File: src/rtl/alu_div_seq_if.sv
// Start/busy/done handshake and operand/result bus of the sequential divider.
// The div_zero flag exists only when ALU_DIV_ZERO_FLAG_EN is defined.
interface alu_div_seq_if #(
   parameter int WIDTH = 32
);
   logic                    start;
   logic signed [WIDTH-1:0] A;
   logic signed [WIDTH-1:0] B;
   logic signed [WIDTH-1:0] LO;
   logic signed [WIDTH-1:0] HI;
   logic                    busy;
   logic                    done;
`ifdef ALU_DIV_ZERO_FLAG_EN
   logic                    div_zero;

   modport master (output start, A, B, input LO, HI, busy, done, div_zero);
   modport slave  (input start, A, B, output LO, HI, busy, done, div_zero);
`else
   modport master (output start, A, B, input LO, HI, busy, done);
   modport slave  (input start, A, B, output LO, HI, busy, done);
`endif
endinterface

File: src/rtl/alu_div_seq.sv
// Multi-cycle signed divider: radix-2 restoring division on magnitudes, sign fix-up,
// quotient to LO and remainder to HI. Optional macro ALU_DIV_ZERO_FLAG_EN adds div_zero.
module alu_div_seq #(
   parameter int WIDTH = 32
) (
   input  logic         clock,
   input  logic         clear,
   alu_div_seq_if.slave div_if
);

   localparam int CNT_W = (WIDTH > 1) ? $clog2(WIDTH) : 1;

   typedef enum logic [1:0] {
      S_IDLE,
      S_RUN,
      S_FIX
   } state_t;

   state_t                  state_q, state_d;
   logic [CNT_W-1:0]        cnt_q, cnt_d;
   logic                    busy_q, busy_d;
   logic                    done_q, done_d;
   logic signed [WIDTH-1:0] lo_q, lo_d;
   logic signed [WIDTH-1:0] hi_q, hi_d;
`ifdef ALU_DIV_ZERO_FLAG_EN
   logic                    dz_q, dz_d;
`endif

   logic [WIDTH:0]          rem_q, rem_d;
   logic [WIDTH-1:0]        quo_q, quo_d;
   logic [WIDTH-1:0]        bmag_q, bmag_d;
   logic [WIDTH-1:0]        a_q, a_d;
   logic                    sgn_quo_q, sgn_quo_d;
   logic                    sgn_rem_q, sgn_rem_d;
   logic                    bzero_q, bzero_d;
   logic [WIDTH+1:0]        trial;

   function automatic logic [WIDTH-1:0] mag(input logic [WIDTH-1:0] v);
      return v[WIDTH-1] ? (~v + 1'b1) : v;
   endfunction

   function automatic logic [WIDTH-1:0] neg_if(input logic s, input logic [WIDTH-1:0] v);
      return s ? (~v + 1'b1) : v;
   endfunction

   always_comb begin
      state_d   = state_q;
      cnt_d     = cnt_q;
      busy_d    = busy_q;
      done_d    = 1'b0;
      lo_d      = lo_q;
      hi_d      = hi_q;
`ifdef ALU_DIV_ZERO_FLAG_EN
      dz_d      = dz_q;
`endif
      rem_d     = rem_q;
      quo_d     = quo_q;
      bmag_d    = bmag_q;
      a_d       = a_q;
      sgn_quo_d = sgn_quo_q;
      sgn_rem_d = sgn_rem_q;
      bzero_d   = bzero_q;
      // Shift the next dividend bit into the partial remainder.
      trial     = {rem_q, quo_q[WIDTH-1]};

      case (state_q)
         S_IDLE: begin
            if (div_if.start) begin
               quo_d     = mag(div_if.A);
               bmag_d    = mag(div_if.B);
               a_d       = div_if.A;
               sgn_quo_d = div_if.A[WIDTH-1] ^ div_if.B[WIDTH-1];
               sgn_rem_d = div_if.A[WIDTH-1];
               bzero_d   = (div_if.B == '0);
               rem_d     = '0;
               cnt_d     = '0;
               busy_d    = 1'b1;
`ifdef ALU_DIV_ZERO_FLAG_EN
               dz_d      = 1'b0;
               state_d   = (div_if.B == '0) ? S_FIX : S_RUN;
`else
               state_d   = S_RUN;
`endif
            end
         end
         S_RUN: begin
            if (trial >= {2'b00, bmag_q}) begin
               rem_d = (WIDTH+1)'(trial - {2'b00, bmag_q});
               quo_d = {quo_q[WIDTH-2:0], 1'b1};
            end else begin
               rem_d = (WIDTH+1)'(trial);
               quo_d = {quo_q[WIDTH-2:0], 1'b0};
            end
            cnt_d = cnt_q + 1'b1;
            if (cnt_q == CNT_W'(WIDTH - 1)) begin
               state_d = S_FIX;
            end
         end
         S_FIX: begin
            // Divide by zero forces a fixed result independent of operand signs.
            if (bzero_q) begin
               lo_d = '1;
               hi_d = a_q;
`ifdef ALU_DIV_ZERO_FLAG_EN
               dz_d = 1'b1;
`endif
            end else begin
               lo_d = neg_if(sgn_quo_q, quo_q);
               hi_d = neg_if(sgn_rem_q, rem_q[WIDTH-1:0]);
            end
            done_d  = 1'b1;
            busy_d  = 1'b0;
            state_d = S_IDLE;
         end
         default: begin
            state_d = S_IDLE;
            busy_d  = 1'b0;
         end
      endcase
   end

   always_ff @(posedge clock or negedge clear) begin
      if (!clear) begin
         state_q <= S_IDLE;
         cnt_q   <= '0;
         busy_q  <= 1'b0;
         done_q  <= 1'b0;
         lo_q    <= '0;
         hi_q    <= '0;
`ifdef ALU_DIV_ZERO_FLAG_EN
         dz_q    <= 1'b0;
`endif
      end else begin
         state_q <= state_d;
         cnt_q   <= cnt_d;
         busy_q  <= busy_d;
         done_q  <= done_d;
         lo_q    <= lo_d;
         hi_q    <= hi_d;
`ifdef ALU_DIV_ZERO_FLAG_EN
         dz_q    <= dz_d;
`endif
      end
   end

   // Datapath registers are always loaded in IDLE before use, so they carry no reset.
   always_ff @(posedge clock) begin
      rem_q     <= rem_d;
      quo_q     <= quo_d;
      bmag_q    <= bmag_d;
      a_q       <= a_d;
      sgn_quo_q <= sgn_quo_d;
      sgn_rem_q <= sgn_rem_d;
      bzero_q   <= bzero_d;
   end

   assign div_if.LO   = lo_q;
   assign div_if.HI   = hi_q;
   assign div_if.busy = busy_q;
   assign div_if.done = done_q;
`ifdef ALU_DIV_ZERO_FLAG_EN
   assign div_if.div_zero = dz_q;
`endif

endmodule

File: src/flat_wrapper.sv
// flat-port wrapper written by rule: the top's interface ports become plain ports
module alu_div_seq_flat 
#(
   parameter int WIDTH = 32
)
  (clock, clear, div_if_start, div_if_A, div_if_B, div_if_LO, div_if_HI, div_if_busy, div_if_done);
  alu_div_seq_if #(.WIDTH(WIDTH)) div_if_i ();
  input  logic clock;
  input  logic clear;
  input wire logic [$bits(div_if_i.start)-1:0] div_if_start;
  input wire logic [$bits(div_if_i.A)-1:0] div_if_A;
  input wire logic [$bits(div_if_i.B)-1:0] div_if_B;
  output wire logic [$bits(div_if_i.LO)-1:0] div_if_LO;
  output wire logic [$bits(div_if_i.HI)-1:0] div_if_HI;
  output wire logic [$bits(div_if_i.busy)-1:0] div_if_busy;
  output wire logic [$bits(div_if_i.done)-1:0] div_if_done;
  assign div_if_i.start = div_if_start;
  assign div_if_i.A = div_if_A;
  assign div_if_i.B = div_if_B;
  assign div_if_LO = div_if_i.LO;
  assign div_if_HI = div_if_i.HI;
  assign div_if_busy = div_if_i.busy;
  assign div_if_done = div_if_i.done;
  alu_div_seq #(.WIDTH(WIDTH)) u_core (.clock(clock), .clear(clear), .div_if(div_if_i));
endmodule
File: config.mk
export PLATFORM = sky130hd
export DESIGN_NAME = alu_div_seq_flat
export DESIGN_NICKNAME = d
export VERILOG_FILES = /design/src/rtl/alu_div_seq_if.sv /design/src/rtl/alu_div_seq.sv /design/src/flat_wrapper.sv
export SDC_FILE = /design/constraint.sdc
export NUM_CORES = 1
export LEC_CHECK = 0
export BUFFER_PORTS_ARGS = -buffer_cell sky130_fd_sc_hd__buf_2
export CORE_MARGIN = 4
export CORE_UTILIZATION = 45
export DETAILED_ROUTE_END_ITERATION = 8
export PLACE_DENSITY = 0.62
export SLEW_MARGIN = 40
export SYNTH_ARGS = -nofsm -noshare
export SYNTH_HDL_FRONTEND = slang
export SYNTH_SLANG_ARGS = --single-unit
File: constraint.sdc
create_clock -name clock -period 4.1 [get_ports clock]
set_input_delay 0 -clock clock [delete_from_list [all_inputs] [get_ports clock]]
set_output_delay 0 -clock clock [all_outputs]
set_load 0.02 [all_outputs]
==> reports/qor.yml <==
worst_setup_path:
  startpoint_type: "register"
  slowest_delay_ps: 530
  crit_required_ps: 4450
  critPathSlowestCell: "a2111oi_4"
  critical_path.startpoint: "u_core.rem_q[14]$_SDFFCE_PN0P_"
  critical_path_peak_fanout: 20
  critPathCaptureType: "register"
  critPathKind: "register to register"
  r2r_cells: 9
  worst-r2r-setup-slack_ps: 600
  r2r_start: "u_core.rem_q[14]$_SDFFCE_PN0P_"
  cp-endpoint: "u_core.rem_q[22]$_SDFFCE_PN0P_"
  r2r_end: "u_core.rem_q[22]$_SDFFCE_PN0P_"
  cp_cell_sequence: "ha_1 > a21oi_1 > o21ai_1 > nand2b_1 > a41oi_1 > a2111oi_4 > or2_2 > nand2_1 > o31ai_1"
  critPathArrivalTime_ps: 3850
power:
  leakagePower_uw: 0.00610
  clkPwrFrac_pct: 25.0
  combinationalPowerShare_pct: 38.4
  p_switching_uw: 3560
  peakVddDrop_mv: 0.347
  p_per_area_mw_per_mm2: 624
  p_int_uw: 5770
  p_seq_share_pct: 36.6
  power_switching_share_pct: 38.2
final_layout:
  fillers: 2396
  drive_gt1_share_pct: 15.1
  finalNetCount: 1581
  synthToLayoutAreaGrowth_pct: 22.4
  diodes: 0
  finalInstanceArea_mm2: 0.0150
place:
  place_ws_ps: 690
  place_area_mm2: 0.0133
  port_buffers: 132
  hpwl_um: 23500
  routabilityCongestion: 0.881
clock_network:
  cts_max_level: 1
  cts_made_buffers: 24
  cts_tree: "done"
  cts_hold_buf: 81
  cts.repair.resized: 0
  cts_buffer_depth: 3
  clockRootBuffer: "clkbuf_16"
  post_cts_buffers: 0
  path_clk_slew_ps: 60
  numClockSinks: 204
  clk_latency_ps: 530
yosys:
  synth_edf_count: 131
  async_flop_share_pct: 35.8
  synthXorXnorAreaFrac_pct: 9.96
  synth_compound_area_share_pct: 18.5
  synthSimpleGateAreaFrac_pct: 16.0
  yosysMostFrequentCell: "nand2_1"
  synth.area.top_cells: "edfxtp_1 (32%), dfrtp_1 (15%), xor2_1 (5.9%)"
  ys_seq_area_share_pct: 47.1
  ys_types: 70
  synthMuxAreaShare_pct: 0.747
  syn_area_mm2: 0.0122
  synth_area_per_cell_um2: 9.59
  ys_ff_latch: 204
  synth_top_area_share_pct: 32.2
  synth_nets: 1380
  synth_top_cells_by_count: "nand2_1 (169), edfxtp_1 (131), o21ai_0 (123)"
  synth_cells: 1274
  synth_top_area_cell: "edfxtp_1"
  synthAdderAreaFrac_pct: 4.05
  yosys_warnings: 0
  synth_top_family_by_area: "compound AO/OA/AOI/OAI gates"
  synthFlopType: "edfxtp_1"
die:
  ios: 133
  core_area_mm2: 0.0268
  die_width_um: 173
  start_util_pct: 45.6
  die_h_um: 173
  die_area_mm2: 0.0299
  num_rows: 60
sta:
  setup_ws_ps: 599
  slew_headroom_pct: 44.3
  tightestPinTransition_ps: 836
  maxSlewViolCount: 0
  period_minus_slack_ps: 3500
  tns_ps: 0
  fmax_mhz: 286
  rsz0062_at_grt: "false"
  period_share_pct: 85.4
  final_hold_viol_count: 0
  fin_skew_ps: 14.3
  setup_violations: 0
drt:
  drtPass1Iterations: 5
  vias_per_cell: 5.58
  dr.first_iter.drc_count: 632
  vias: 10231
  wl_per_cell_um: 18.0
  finalWirelength_um: 32900
  drc_errors: 0
  ant_nets: 0
hold_path:
  hp-class: "input pin to async pin"
global_routing:
  globalRouteOverflowTotal: 0
  grt_pass1_vias: 10248
  track_usage_pct: 21.8
  grt_pass1_wl_um: 53700
  grt_antenna_before_repair: 1
  grt_max_degree: 82
outcome:
  outcome: "finished clean"
flow_run:
  maxCapViolCount: 0
==> flip-flops by register name (all words and copies together), names as in the netlist, 2 cells and up <==
| signal | cells |
|---|---|
| u_core.quo_q | 32 |
| u_core.state_q | 2 |
| u_core.div_if.HI | 32 |
| u_core.div_if.LO | 32 |
| u_core.a_q | 32 |
| u_core.rem_q | 33 |
| u_core.cnt_q | 5 |
| u_core.bmag_q | 32 |
==> critical path, delay by kind of cell (launching register included) <==
kind                       cells  cell delay, ps
AOI/OAI and AO/OA              5            1400
DFF                            1             490
adders and majority gates      1             430
and+or+nand+nor                3            1000
==> power groups by stage <==
stage	clock [uW]	sequential [uW]	combinational, uW
CTS	2380	3410	3570
detailed placement	0	3440	3460
global placement	0	3430	3440
finish	2330	3410	3580
floorplan	0	3290	2590
global route	2470	3480	4010
==> metrics by stage <==
step	util, %	cells	hold slack [ps]	total power, uW
after floorplan	-	1274	-296	5880
after global placement	49.3	1705	207	6870
after detailed placement	49.5	1708	76.3	6910
after CTS	55.8	1833	59.2	9360
after global routing	55.8	1834	103	9970
final	55.8	1834	78.2	9330
==> cell families after synthesis <==
group           Yosys count
mux                       9
flops                   204
xor+xnor                139
compound gates          360
fa+ha+maj                39
buf+inv                 113
simple gates            410
==> cell type report <==
type | instances | area, um^2 | area share [%]
clock inverter | 15 | 198 | 1.32
clock buffer | 29 | 681 | 4.55
sequential | 204 | 5760 | 38.5
timing repair buffer | 228 | 1630 | 10.9
inverter | 60 | 228 | 1.52
multi-input combinational | 957 | 6040 | 40.4
tap | 341 | 427 | 2.85
==> worst min path at each step <==
stage | from | to | slack [ps]
2_1_floorplan | clear | u_core.cnt_q[0]$_DFFE_PN0P_ | -300
3_3_place_gp | clear | u_core.div_if.HI[17]$_DFFE_PN0P_ | 210
3_5_place_dp | clear | u_core.div_if.HI[21]$_DFFE_PN0P_ | 80
4_1_cts | div_if_A[31] | u_core.a_q[31]$_DFFE_PP_ | 60
5_1_grt | div_if_A[31] | u_core.a_q[31]$_DFFE_PP_ | 100
6_report | clear | u_core.div_if.HI[21]$_DFFE_PN0P_ | 80
==> cell usage in the layout, fill, tap and decap left out, drive strengths merged, types with 4 or more instances in the layout <==
cell | Yosys | final
xnor2 | 56 | 56
nand4 | 11 | 11
or4 | 15 | 15
nand2b | 11 | 11
nor3 | 21 | 21
o211ai | 8 | 8
a31oi | 4 | 4
dlygate4sd3 | 0 | 81
buf | 13 | 147
edfxtp | 131 | 131
o31ai | 31 | 31
nor2 | 87 | 87
and2 | 5 | 5
or2 | 6 | 6
xor2 | 83 | 83
o21a | 11 | 11
or3 | 16 | 16
a2111oi | 4 | 4
inv | 59 | 59
o41ai | 18 | 18
nor2b | 8 | 8
bufinv | 0 | 4
and3 | 9 | 9
a21o | 12 | 12
ha | 38 | 38
nand2 | 169 | 169
a211oi | 9 | 9
nand3 | 31 | 31
mux2i | 8 | 8
clkbuf | 40 | 29
dfrtp | 73 | 73
clkinv | 1 | 10
o21ai | 129 | 129
nor4 | 12 | 12
a21oi | 109 | 109
==> routing by layer <==
layer  track usage (%)  wire, um
met1              28.9     14400
met2              38.0     16200
met3              2.75      1450
met4              5.92       846
met5                 0         0
(Power assumes the default switching activity.)
